$ cat src/rtl/rd_port_arbiter.sv
// rtl/rd_port_arbiter.sv - round-robin burst scheduler sharing one async-FIFO read port among NREQ consumers
module rd_port_arbiter #(
    parameter int DSIZE    = 8,
    parameter int NREQ     = 4,
    parameter int MAXBURST = 8
) (
    input  logic             rclk,
    input  logic             rrst_n,
    input  logic             rempty,
    input  logic [DSIZE-1:0] rdata,
    output logic             rinc,
    input  logic             arb_en,
    input  logic [NREQ-1:0]  req,
    output logic [NREQ-1:0]  gnt,
    input  logic [NREQ-1:0]  oready,
    output logic [DSIZE-1:0] odata,
    output logic             ovalid,
    output logic             olast
);

    localparam int IW = $clog2(NREQ);
    localparam int CW = $clog2(MAXBURST + 1);
    localparam logic [CW-1:0] LAST_CNT = CW'(MAXBURST - 1);

    typedef enum logic [1:0] {
        IDLE  = 2'd0,
        BURST = 2'd1,
        DRAIN = 2'd2
    } state_t;

    state_t            state_q;
    logic [NREQ-1:0]   gnt_q;
    logic [IW-1:0]     idx_q;
    logic [IW-1:0]     rr_q;
    logic [CW-1:0]     cnt_q;
    logic [DSIZE-1:0]  odata_q;
    logic              ovalid_q;
    logic              olast_q;

    logic              pop;
    logic              win_found;
    logic [IW-1:0]     win_idx;
    logic [IW:0]       cand_sum;

    // A word leaves the FIFO only while bursting, the owner still wants data,
    // the FIFO has something, and the output register is free or being emptied.
    always_comb begin
        pop = (state_q == BURST) && req[idx_q] && !rempty && (!ovalid_q || oready[idx_q]);
    end

    // Round-robin search: first requester after the previous winner, wrapping modulo NREQ.
    always_comb begin
        win_found = 1'b0;
        win_idx   = '0;
        cand_sum  = '0;
        for (int k = 1; k <= NREQ; k++) begin
            cand_sum = {1'b0, rr_q} + (IW+1)'(k);
            if (cand_sum >= (IW+1)'(NREQ)) begin
                cand_sum = cand_sum - (IW+1)'(NREQ);
            end
            if (!win_found && req[cand_sum[IW-1:0]]) begin
                win_found = 1'b1;
                win_idx   = cand_sum[IW-1:0];
            end
        end
    end

    // Scheduler FSM with registered grant and output stage; reset drops any held word.
    always_ff @(posedge rclk or negedge rrst_n) begin
        if (!rrst_n) begin
            state_q  <= IDLE;
            gnt_q    <= '0;
            idx_q    <= '0;
            rr_q     <= IW'(NREQ - 1);
            cnt_q    <= '0;
            odata_q  <= '0;
            ovalid_q <= 1'b0;
            olast_q  <= 1'b0;
        end else begin
            case (state_q)
                IDLE: begin
                    gnt_q <= '0;
                    if (arb_en && win_found) begin
                        gnt_q   <= NREQ'(1) << win_idx;
                        idx_q   <= win_idx;
                        rr_q    <= win_idx;
                        cnt_q   <= '0;
                        state_q <= BURST;
                    end
                end
                BURST: begin
                    if (pop) begin
                        odata_q  <= rdata;
                        ovalid_q <= 1'b1;
                        cnt_q    <= cnt_q + CW'(1);
                        olast_q  <= (cnt_q == LAST_CNT);
                        if (cnt_q == LAST_CNT) begin
                            state_q <= DRAIN;
                        end
                    end else begin
                        if (ovalid_q && oready[idx_q]) begin
                            ovalid_q <= 1'b0;
                            olast_q  <= 1'b0;
                        end
                        if (!req[idx_q]) begin
                            state_q <= DRAIN;
                        end
                    end
                end
                DRAIN: begin
                    if (!ovalid_q || oready[idx_q]) begin
                        ovalid_q <= 1'b0;
                        olast_q  <= 1'b0;
                        gnt_q    <= '0;
                        state_q  <= IDLE;
                    end
                end
                default: begin
                    state_q <= IDLE;
                    gnt_q   <= '0;
                end
            endcase
        end
    end

    assign rinc   = pop;
    assign gnt    = gnt_q;
    assign odata  = odata_q;
    assign ovalid = ovalid_q;
    assign olast  = olast_q;

endmodule

$ cat config.mk
export PLATFORM = sky130hd
export DESIGN_NAME = rd_port_arbiter
export DESIGN_NICKNAME = d
export VERILOG_FILES = /design/src/rtl/rd_port_arbiter.sv
export SDC_FILE = /design/constraint.sdc
export NUM_CORES = 1
export LEC_CHECK = 0
export CORE_MARGIN = 4
export CORE_UTILIZATION = 51
export CTS_CLUSTER_SIZE = 25
export DETAILED_ROUTE_END_ITERATION = 16
export HOLD_SLACK_MARGIN = 0.08
export MAX_ROUTING_LAYER = met4
export PLACE_DENSITY = 0.84
export RECOVER_POWER = 100
export REMOVE_ABC_BUFFERS = 1
export SYNTH_ARGS = -nofsm -noshare
export SYNTH_HDL_FRONTEND = slang
export SYNTH_SLANG_ARGS = --single-unit
$ cat constraint.sdc
create_clock -name rclk -period 4.27 [get_ports rclk]
set_input_delay 0.427 -clock rclk [delete_from_list [all_inputs] [get_ports rclk]]
set_output_delay 0.427 -clock rclk [all_outputs]
set_load 0.005 [all_outputs]
# Yosys cells after proc, flatten, opt, wreduce, memory -nomap -nowiden
# Index checks and enable logic that the tools add are counted.
[totals] inputBits=20 reg_bits=24 elab_cells=102 output_inout_bits=15
[op_classes] shifts=1 eq_ne=9 magnitude_cmp=9 reduce_logical=23 n_mux=42 n_addsub=9 n_bitwise=1
[op_table] op="2-to-1 mux 2 bit" n=13
[op_table] op="2-to-1 mux 4 bit" n=4
[op_table] op="less-than comparator 2 x 3 -> 1 bit, second input constant" n=5
[op_table] op="2-to-1 mux 1 bit" n=14
[op_table] op="binary-select mux 1 bit (select 2 bit)" n=6
[op_table] op="greater-or-equal comparator 3 bit, second input constant" n=4
[op_table] op="one-hot mux 4 bit (3 select lines)" n=1
[op_table] op="logical AND 1 bit" n=8
[op_table] op="one-hot mux 4 bit (2 select lines)" n=1
[op_table] op="subtractor 2 x 1 -> 2 bit, second input constant" n=4
[op_table] op="adder 2 x 2 -> 3 bit, second input constant" n=2
[op_table] op="!= test 2 bit, second input constant" n=3
[op_table] op="!= test 3 x 2 -> 1 bit, second input constant" n=2
[op_table] op="one-hot mux 2 bit (3 select lines)" n=1
[op_table] op="AND reduction 2 bit" n=3
[op_table] op="AND reduction 3 bit" n=2
[op_table] op="zero test 1 bit" n=5
[op_table] op="adder 4 x 1 -> 4 bit, second input constant" n=1
[op_table] op="== test 4 x 3 -> 1 bit, second input constant" n=1
[op_table] op="one-hot mux 1 bit (2 select lines)" n=2
[op_table] op="AND reduction 4 bit" n=1
[op_table] op="nonzero test 2 bit" n=2
[op_table] op="left shift 1 x 2 -> 4 bit, first input constant" n=1
[op_table] op="adder 2 x 1 -> 3 bit, second input constant" n=1
[op_table] op="other kinds (7)" n=7

# Depth between registers and ports, before layout
# Gate-level depths: netlist of run 1.
[logic_depth] word_depth=18 mapped_depth=7

# Worst setup path before layout of run 1
# Ideal clock, no wire load.
[synth_timing] path_kind="reg-to-reg" start="reg idx_q[0]" end="reg state_q[1]" t_required_ns=4.145 setup_time_ns=0.125 path_buffers=0 path_stages_with_launch=6 path_slack_ns=2.325 period_less_slack_ns=1.945 arrival_ns=1.821 cell_sequence="dfrtp_1 mux4_1 and2_2 a2bb2oi_1 nor2_1 mux2_2"
[synth_via] elab_chain_len=7
[synth_lines] element="from (decl)" line_no="33" text="logic [IW-1:0] idx_q;"
[synth_lines] element="from (signal assigned)" line_no="85" text="idx_q <= win_idx;"
[synth_lines] element="binary-select mux 1 bit (select 2 bit)" line_no="48, 105"
[synth_lines] element="2-to-1 mux 1 bit (not written as such)" line_no="48, 105"
[synth_lines] element="logical AND 1 bit (3 in series)" line_no="48" text="pop = (state_q == BURST) && req[idx_q] && !rempty && (!ovalid_q || oready[idx_q]);"
[synth_lines] element="!= test 3 x 2 -> 1 bit (no line), or another cell as far along"
[synth_lines] element="AND reduction 4 bit (no line) / one-hot mux 2 bit (3 select lines) (equally long branches)"
[synth_lines] element="to (signal assigned)" line_no="71" text="state_q <= IDLE;"
[synth_lines] element="to (signal assigned)" line_no="88" text="state_q <= BURST;"
[synth_lines] element="to (signal assigned)" line_no="98" text="state_q <= DRAIN;"
[synth_lines] element="to (decl)" line_no="31" text="state_t state_q;"
# Several ways; a longest one is shown, not always the timed one. The select of a mux whose other input is x is not followed.
# A chain may end at the register's enable or synchronous reset.

# Worst setup path in the final report of run 1
[layout_timing] start="in req[1]" end="out rinc"
[layout_via] elab_chain_len=5
[layout_lines] element="from (decl)" line_no="13" text="input logic [NREQ-1:0] req,"
[layout_lines] element="binary-select mux 1 bit (select 2 bit)" line_no="48"
[layout_lines] element="2-to-1 mux 1 bit (not written as such)" line_no="48"
[layout_lines] element="logical AND 1 bit (3 in series)" line_no="48"
[layout_lines] element="to (decl)" line_no="11" text="output logic rinc,"
# Every way passes these cells. The select of a mux whose other input is x is not followed.

==> out/metrics.cfg, run 1 <==
[setup_path]
r2r_end = cnt_q[2]
worstPathCellList = dlygate4sd3_1, mux4_1, and2_2, nand2_1, inv_1, clkdlybuf4s50_1
crit_path_max_incr_delay_ns = 0.62
crit_path_end_kind = output port
worst_path_max_delay_cell = dlygate4sd3_1
critical_path_buf_inv_count = 3
cp_max_fo = 18
crit_required_ns = 3.84
r2r_start = idx_q[0]
crit_arrival_ns = 3.01
crit_path_start = req[1]
worstRegToRegCells = 6
reg2reg_slack_ns = 1.94
cp_top_family = buffers and inverters
criticalPathCategory = primary input to output port
startpoint_type = primary input

[cells_and_area]
regArea_um2 = 603
drive_above_1_share = 0.0625
multi_input_area_um2 = 658
num_antenna_cells = 0
synthToLayoutAreaGrowth_pct = 29.6
fillers = 194
layout.nets = 201
final_cell_area_mm2 = 0.00170

[sta]
fin_skew_ns = 0.00571
finalCriticalPeriod_ns = 3.44
slew_viol_final = 0
setup_viol = 0
worst_slew_pin_slew_ns = 1.07
fin_crit_sh = 0.805
relSlewSlack = 0.285
setup_tns_ns = 0
hold_viol_final = 0
fmax_mhz = 291
grt_setup_unrepaired = false

[cts]
cts_resized = 0
clk_latency_ns = 0.31
cts.hold.buffers_added = 0
tritoncts = done
cts_buffers = 3
clk_pin_slew_ns = 0.13
cts.path.max_buffers = 2
h-tree-depth = 1
cts_root_buf = clkbuf_4
cts_setup_buffers = 0
cts.sinks = 24

[synth]
ys_seq_elements = 24
yosys.cell_types.count = 40
synth_edf_count = 0
synth_ff_type = dfrtp_1
async_flop_share = 1.00
synth_area_per_cell_um2 = 9.37
synth_area_mm2 = 0.00131
ys.warnings.count = 0
synth_cells = 140
yosysSeqAreaShare = 0.460

[routing]
drc = 0
wirelength_mm = 2.96
drtIter0Drc = 34
first_pass_iters = 4
ant_nets = 0
wl_per_cell_um = 14.4
viasPerCell = 5.56
via_count = 1145

[worst_hold_path]
worstHoldPathType = flip-flop to flip-flop
hold_end = odata[5]
holdPathStages = 2
hp-start = odata[5]

[die]
fp.dieW_um = 58.7
rows = 18
design.core.area_mm2 = 0.00245
die_y_um = 58.7
initial_core_util = 0.534
die-area_mm2 = 0.00345
ios = 35

[global_route]
grt_max_degree = 25
grt_use_total = 0.199
antenna_found_initial = 0
gr-total-overflow = 0
grt_first_pass_wirelength_mm = 5.16
grt_pass1_vias = 1173

[place]
dpl.hpwl_mm = 2.24
gp_congestion = 0.890
placed_area_mm2 = 0.00168
io_buffer_count = 34

[power_and_ir_drop]
leakagePower_uw = 0.000806
pwr_density_cell_mw_per_mm2 = 579
vdd_drop_max_uv = 368

[run]
drv_cap = 0

[outcome]
status = complete, no violations

==> tightest hold or removal path: cells and delay by family (launching register included) <==
family / cells / cell delay (ns)
AND/OR/NAND/NOR: 2 / 0.10
flip-flops: 1 / 0.37
==> layout by cell type (no fill, tap or decap), drive strengths merged, types with 5 or more instances in the layout <==
cell type,Yosys,layout
nand2,38,38
dfrtp,22,22
clkdlybuf4s50,0,17
dlygate4sd3,0,17
inv,9,9
nand3,7,7
nor2,7,7
o21ai,5,5
==> cells in the mapped netlist, drive strengths merged, types with 2 or more instances <==
cell	instances	area share
a21oi	4	0.015
o21ai	5	0.019
o22a	2	0.013
dfrtp	22	0.42
mux2i	3	0.023
o221ai	2	0.013
nor2	7	0.020
mux2	3	0.026
dfstp	2	0.040
nor4	2	0.0095
and2	4	0.020
inv	9	0.026
nand2b	4	0.019
and3	2	0.0095
nand2	38	0.11
ha	4	0.038
nand3	7	0.027
==> layer usage <==
layer  track usage  vias to the layer above  routed length, um
li1              -                      564                  -
met1         0.259                      540               1380
met2         0.321                       37               1410
met5             -                        -                  0
met4        0.0680                        0                 34
met3        0.0263                        4                143
==> cells by family (layout without fill, tap and decap cells) <==
kind of cell	count (synthesis)	in the layout	share of synthesized area
adders and majority gates	4	4	0.0382
DFF	24	24	0.460
muxes	7	7	0.0687
AOI/OAI and AO/OA	27	27	0.165
buffers and inverters	11	47	0.0324
and+or+nand+nor	67	67	0.236
==> worst max-delay path by stage <==
stage                            end  depth (start not counted)
final                           rinc                          6
after global routing            rinc                          6
after CTS                       rinc                          6
after detailed placement        rinc                          6
after global placement          rinc                          6
after floorplan           state_q[1]                          5
==> layout make-up <==
cell class | instances | share of cell area
Sequential cell | 24 | 0.355
Clock buffer | 4 | 0.0155
Timing Repair Buffer | 34 | 0.200
Multi-Input combinational cell | 105 | 0.387
Inverter | 9 | 0.0199
Tap cell | 30 | 0.0221
==> power by group <==
part	total [uW]	internal [uW]	switching [uW]	leakage, uW
Clock	103	36.4	66.7	0.0000150
Sequential	406	324	81.9	0.000305
Combinational	474	233	241	0.000485
Total	983	593	390	0.000806
==> state kept, by name (all words and copies together), names as in the netlist <==
signal,flops
rr_q,2
state_q,2
ovalid,1
idx_q,2
odata,8
cnt_q,4
gnt,4
olast,1
==> metrics by stage <==
stage / hold WS [ns] / utilization / worst slack (ns) / power [uW] / cells
final: 0.489 / 0.692 / 0.832 / 983 / 206
after CTS: 0.498 / 0.695 / 1.36 / 1010 / 206
after global placement: 0.463 / 0.685 / 1.41 / 883 / 202
after global routing: 0.521 / 0.692 / 0.651 / 1070 / 206
after detailed placement: 0.466 / 0.685 / 1.36 / 907 / 202
after floorplan: 0.131 / - / 2.32 / 700 / 138
Note: power is estimated with default switching activity, not from simulation.
==> inputs of run 2 (changes only) <==
--- a/config.mk
+++ b/config.mk
@@ -6,12 +6,12 @@
 export NUM_CORES = 1
 export LEC_CHECK = 0
 export CORE_MARGIN = 4
-export CORE_UTILIZATION = 51
+export CORE_UTILIZATION = 47
 export CTS_CLUSTER_SIZE = 25
 export DETAILED_ROUTE_END_ITERATION = 16
 export HOLD_SLACK_MARGIN = 0.08
 export MAX_ROUTING_LAYER = met4
-export PLACE_DENSITY = 0.84
+export PLACE_DENSITY = 0.78
 export RECOVER_POWER = 100
 export REMOVE_ABC_BUFFERS = 1
 export SYNTH_ARGS = -nofsm -noshare
==> constraint.sdc (replaced) <==
create_clock -name rclk -period 3.4 [get_ports rclk]
set_input_delay 0.34 -clock rclk [delete_from_list [all_inputs] [get_ports rclk]]
set_output_delay 0.34 -clock rclk [all_outputs]
set_load 0.005 [all_outputs]
==> run 2 against run 1 <==
- core utilization down 1.8 points
- die area increased by 7.3%
- clock-buffer cell count is 1 lower
- clock skew is 0.010 ns higher
- critical path depth stayed put
- combinational power is 27% higher
- clock power rose by 100%
- non-clock buffer count did not move
- wire length rose by 2.2%
- sequential power grew 25%
- sequential share of layout area decreased by 0.67 points
- critical path type unchanged
- critical endpoint unchanged
==> out/metrics.cfg, run 2 (same netlist as run 1, synthesis figures left out) <==
[outcome]
status = complete, no violations  ; unchanged

[setup_path]
crit_arrival_ns = 2.62  ; was 3.01 ns
crit_required_ns = 3.06  ; was 3.84 ns
crit_path_end_kind = output port  ; unchanged
cp_max_fo = 18  ; unchanged
startpoint_type = primary input  ; unchanged
criticalPathCategory = primary input to output port  ; unchanged

[sta]
grt_setup_unrepaired = false  ; unchanged
relSlewSlack = 0.280  ; was 0.285
fin_crit_sh = 0.869
setup_tns_ns = 0  ; unchanged
finalCriticalPeriod_ns = 2.96
fin_skew_ns = 0.0158  ; was 0.00571 ns
worst_slew_pin_slew_ns = 1.08  ; was 1.07 ns
fmax_mhz = 338
hold_viol_final = 0  ; unchanged
slew_viol_final = 0  ; unchanged
setup_viol = 0  ; unchanged
setup_slack_ns = 0.445  ; was 0.832 ns

[power_and_ir_drop]
leakagePower_uw = 0.000825  ; was 0.000806 uW
vdd_drop_max_uv = 525  ; was 368 uV
total_power_uw = 1320  ; was 983 uW
pwr_density_cell_mw_per_mm2 = 762  ; was 579 mW/mm^2

[routing]
first_pass_iters = 4  ; unchanged
viasPerCell = 5.70  ; was 5.56
via_count = 1174  ; was 1145
wirelength_mm = 3.03  ; was 2.96 mm
drc = 0  ; unchanged
drtIter0Drc = 39  ; was 34
wl_per_cell_um = 14.7  ; was 14.4 um
ant_nets = 0  ; unchanged

[cts]
cts_resized = 0  ; unchanged
cts.hold.buffers_added = 0  ; unchanged
cts.path.max_buffers = 2  ; unchanged
tritoncts = done  ; unchanged
cts_buffers = 3  ; unchanged
cts_root_buf = clkbuf_4  ; unchanged
h-tree-depth = 1  ; unchanged
clk_pin_slew_ns = 0.14  ; was 0.13 ns
cts_setup_buffers = 0  ; unchanged
clk_latency_ns = 0.33  ; was 0.31 ns
cts.sinks = 24  ; unchanged

[run]
drv_cap = 0  ; unchanged

[die]
rows = 18  ; unchanged
ios = 35  ; unchanged
die-area_mm2 = 0.00370  ; was 0.00345 mm^2
initial_core_util = 0.511  ; was 0.534
design.core.area_mm2 = 0.00257  ; was 0.00245 mm^2
fp.dieW_um = 60.8  ; was 58.7 um
die_y_um = 60.8  ; was 58.7 um

[cells_and_area]
num_antenna_cells = 0  ; unchanged
fillers = 218  ; was 194
synthToLayoutAreaGrowth_pct = 32.1  ; was 29.6%
final_common_cell = nand2_1  ; unchanged
largest_reg_flops = 8  ; unchanged
instances_no_fill = 206  ; unchanged
layout.nets = 201  ; unchanged
drive_above_1_share = 0.0682  ; was 0.0625
final_cell_mix = nand2_1, dfrtp_1, clkdlybuf4s50_1, dlygate4sd3_1, inv_1  ; unchanged

[place]
io_buffer_count = 34  ; unchanged
gp_congestion = 0.803  ; was 0.890
dpl.hpwl_mm = 2.25  ; was 2.24 mm
post-place-ws_ns = 0.669  ; was 1.36 ns
place_inst = 202  ; unchanged

[global_route]
grt_pass1_vias = 1185  ; was 1173
antenna_found_initial = 0  ; unchanged
grt_max_degree = 25  ; unchanged
grt_use_total = 0.193  ; was 0.199
grt_first_pass_wirelength_mm = 5.13  ; was 5.16 mm
gr-total-overflow = 0  ; unchanged

[worst_hold_path]
worstHoldPathType = flip-flop to flip-flop  ; unchanged

[run 2: changes by cell type in the layout (fill, tap and decap cells not counted)]
cell | previous run | this run
and2_0 | 1 | 2
bufinv_16 | 0 | 1
clkbuf_1 | 1 | 0
nand2_1 | 38 | 37
and2_2 | 1 | 0
nand2_4 | 0 | 1
[run 2: final timing paths]
path                                from         end  slack, ns  depth (start not counted)
max in group asynchronous         rrst_n    idx_q[1]       2.10                          1
worst max-delay path              req[3]        rinc       0.44                          6
min in group asynchronous         rrst_n    odata[6]       0.64                          1
worst min-delay path            odata[4]    odata[4]       0.50                          2
worst max register to register  idx_q[0]  state_q[1]       1.30                          5
worst min register to register  odata[4]    odata[4]       0.50                          2
[run 2: critical path, stage by stage]
cell and delay [ns]:
dlygate4sd3_1 0.64, mux4_1 0.52, and2_0 0.25, nand2_4 0.19, inv_1 0.18, clkdlybuf4s50_1 0.49
[run 2: layout make-up]
type,count,area (um^2),area share
flip-flops and latches,24,603,0.348
multi-input cells,105,664,0.384
inverters,9,33.8,0.0195
repair buffers,34,340,0.197
clock buffers,3,22.5,0.0130
well taps,30,37.5,0.0217
clock inverters,1,30.0,0.0173
[run 2: through the flow]
stage | instance area [um^2] | utilization | hold slack [ns]
after floorplan | 1300 | - | 0.0444
after global placement | 1680 | 0.654 | 0.469
after detailed placement | 1680 | 0.654 | 0.462
after CTS | 1730 | 0.675 | 0.506
after global routing | 1730 | 0.674 | 0.529
final | 1730 | 0.674 | 0.495
[run 2: where the power goes]
group	switching [uW]	internal, uW
Combinational	308	293
Sequential	102	407
Clock	89.3	119
Total	500	819
[run 2: metal layers]
layer / track usage / share of wire / up-vias
met2: 0.295 / 0.48 / 35
met3: 0.0340 / 0.045 / 4
li1: - / - / 565
met1: 0.252 / 0.46 / 570
met5: - / 0 / -
met4: 0.0774 / 0.012 / 0
==> inputs of run 3 (changes only) <==
--- a/config.mk
+++ b/config.mk
@@ -5,10 +5,10 @@
 export SDC_FILE = /design/constraint.sdc
 export NUM_CORES = 1
 export LEC_CHECK = 0
-export CORE_MARGIN = 4
 export CORE_UTILIZATION = 47
 export CTS_CLUSTER_SIZE = 25
 export DETAILED_ROUTE_END_ITERATION = 16
+export GPL_TIMING_DRIVEN = 0
 export HOLD_SLACK_MARGIN = 0.08
 export MAX_ROUTING_LAYER = met4
 export PLACE_DENSITY = 0.78
==> run 3 against run 2 <==
- sequential power fell by 1%
- core utilization did not move
- wire length fell by 8.2%
- final cell count did not move
- clock power barely moved
- sequential cell count did not move
- non-clock buffer count did not move
- via count fell by 3.7%
- clock skew fell by 0.0078 ns
- critical path type unchanged
- critical endpoint unchanged
- largest cell class unchanged
- highest routed layer unchanged
==> out/metrics.cfg, run 3 (same netlist as run 1, synthesis figures left out) <==
[outcome]
status = complete, no violations  ; unchanged

[sta]
hold_viol_final = 0  ; unchanged
relSlewSlack = 0.291  ; was 0.280
fin_skew_ns = 0.00803  ; was 0.0158 ns
grt_setup_unrepaired = false  ; unchanged
setup_viol = 0  ; unchanged
finalCriticalPeriod_ns = 3.02  ; was 2.96 ns
fin_crit_sh = 0.887  ; was 0.869
slew_viol_final = 0  ; unchanged
setup_tns_ns = 0  ; unchanged
worst_slew_pin_slew_ns = 1.06  ; was 1.08 ns
fmax_mhz = 332  ; was 338 MHz

[routing]
wirelength_mm = 2.78  ; was 3.03 mm
drc = 0  ; unchanged
first_pass_iters = 4  ; unchanged
ant_nets = 0  ; unchanged
via_count = 1130  ; was 1174
viasPerCell = 5.49  ; was 5.70
wl_per_cell_um = 13.5  ; was 14.7 um
drtIter0Drc = 19  ; was 39

[global_route]
gr-total-overflow = 0  ; unchanged
antenna_found_initial = 0  ; unchanged
grt_max_degree = 25  ; unchanged
grt_pass1_vias = 1018  ; was 1185
grt_use_total = 0.222  ; was 0.193
grt_first_pass_wirelength_mm = 4.48  ; was 5.13 mm

[cells_and_area]
layout.nets = 201  ; unchanged
synthToLayoutAreaGrowth_pct = 32.1  ; unchanged
largest_reg_flops = 8  ; unchanged
utilization = 0.674  ; unchanged
final_cell_mix = nand2_1, dfrtp_1, clkdlybuf4s50_1  ; was nand2_1, dfrtp_1, clkdlybuf4s50_1, dlygate4sd3_1, inv_1
num_antenna_cells = 0  ; unchanged
final_common_cell = nand2_1  ; unchanged
fillers = 213  ; was 218
drive_above_1_share = 0.0682  ; unchanged

[place]
dpl.hpwl_mm = 2.15  ; was 2.25 mm
gp_congestion = 0.784  ; was 0.803
io_buffer_count = 34  ; unchanged

[cts]
clk_latency_ns = 0.32  ; was 0.33 ns
h-tree-depth = 1  ; unchanged
cts.path.max_buffers = 2  ; unchanged
tritoncts = done  ; unchanged
cts.sinks = 24  ; unchanged
cts_buffers = 3  ; unchanged
cts_setup_buffers = 0  ; unchanged
cts.hold.buffers_added = 0  ; unchanged
cts_root_buf = clkbuf_4  ; unchanged
cts_resized = 0  ; unchanged
clk_pin_slew_ns = 0.14  ; about the same

[run]
drv_cap = 0  ; unchanged

[die]
fp.dieW_um = 54.8  ; was 60.8 um
initial_core_util = 0.511  ; unchanged
die-area_mm2 = 0.00301  ; was 0.00370 mm^2
design.core.area_mm2 = 0.00257  ; unchanged
die_y_um = 54.8  ; was 60.8 um
rows = 18  ; unchanged
ios = 35  ; unchanged

[worst_hold_path]
worstHoldPathType = flip-flop to flip-flop  ; unchanged

[setup_path]
worst_path_max_delay_cell = dlygate4sd3_1  ; unchanged
crit_path_max_incr_delay_ns = 0.61  ; was 0.64 ns
criticalPathCategory = primary input to output port  ; unchanged
crit_path_end_kind = output port  ; unchanged
worstPathCellList = dlygate4sd3_1, mux4_1, and2_0, nand2_4, inv_1, clkdlybuf4s50_1  ; unchanged
reg2reg_slack_ns = 1.27  ; was 1.30 ns
cp_max_fo = 18  ; unchanged
crit_arrival_ns = 2.68  ; was 2.62 ns
crit_required_ns = 3.06  ; about the same
startpoint_type = primary input  ; unchanged

[power_and_ir_drop]
vdd_drop_max_uv = 428  ; was 525 uV
total_power_uw = 1300  ; was 1320 uW
leakagePower_uw = 0.000825  ; about the same
pwr_density_cell_mw_per_mm2 = 752  ; was 762 mW/mm^2

[run 3: changes by cell type in the layout (fill, tap and decap cells not counted)]
cell,previous run,this run
clkdlybuf4s50_1,17,18
dlygate4sd3_1,17,16
[run 3: cell type report]
| cell class | count | area [um^2] | share of cell area |
|---|---|---|---|
| inverters | 9 | 33.8 | 0.0195 |
| well taps | 30 | 37.5 | 0.0217 |
| flip-flops and latches | 24 | 603 | 0.348 |
| multi-input cells | 105 | 664 | 0.384 |
| repair buffers | 34 | 340 | 0.197 |
| clock buffers | 3 | 22.5 | 0.0130 |
| clock inverters | 1 | 30.0 | 0.0173 |
[run 3: worst max-delay path: cells and delay by family]
| family | cells | cell delay (ns) |
|---|---|---|
| buffers and inverters | 3 | 1.30 |
| multiplexers | 1 | 0.57 |
| AND/OR/NAND/NOR | 2 | 0.46 |
[run 3: through the flow]
step | hold slack, ns | setup slack (ns) | instances | instance area, um^2
floorplan | 0.0444 | 1.45 | 138 | 1300
global placement | 0.457 | 0.643 | 202 | 1680
detailed placement | 0.464 | 0.614 | 202 | 1680
CTS | 0.495 | 0.603 | 206 | 1730
global route | 0.504 | 0.273 | 206 | 1730
finish | 0.485 | 0.384 | 206 | 1730
[run 3: metal layers]
layer / vias to the layer above / wire length [um] / track usage
met5: - / 0 / -
met4: 0 / 35 / 0.0897
met3: 4 / 152 / 0.0556
met2: 30 / 1300 / 0.343
met1: 530 / 1290 / 0.275
li1: 566 / - / -
[run 3: path summary, 6_finish.rpt]
path,start,cells past startpoint,endpoint
min,odata[5],2,odata[5]
min reg2reg,odata[5],2,odata[5]
min in group asynchronous,rrst_n,1,odata[0]
max in group asynchronous,rrst_n,1,state_q[1]
max reg2reg,idx_q[0],5,state_q[1]
max,req[1],6,rinc
[run 3: where the power goes]
part,switching (uW),internal (uW)
clock,87.6,119
combinational,300,293
sequential,97.0,406
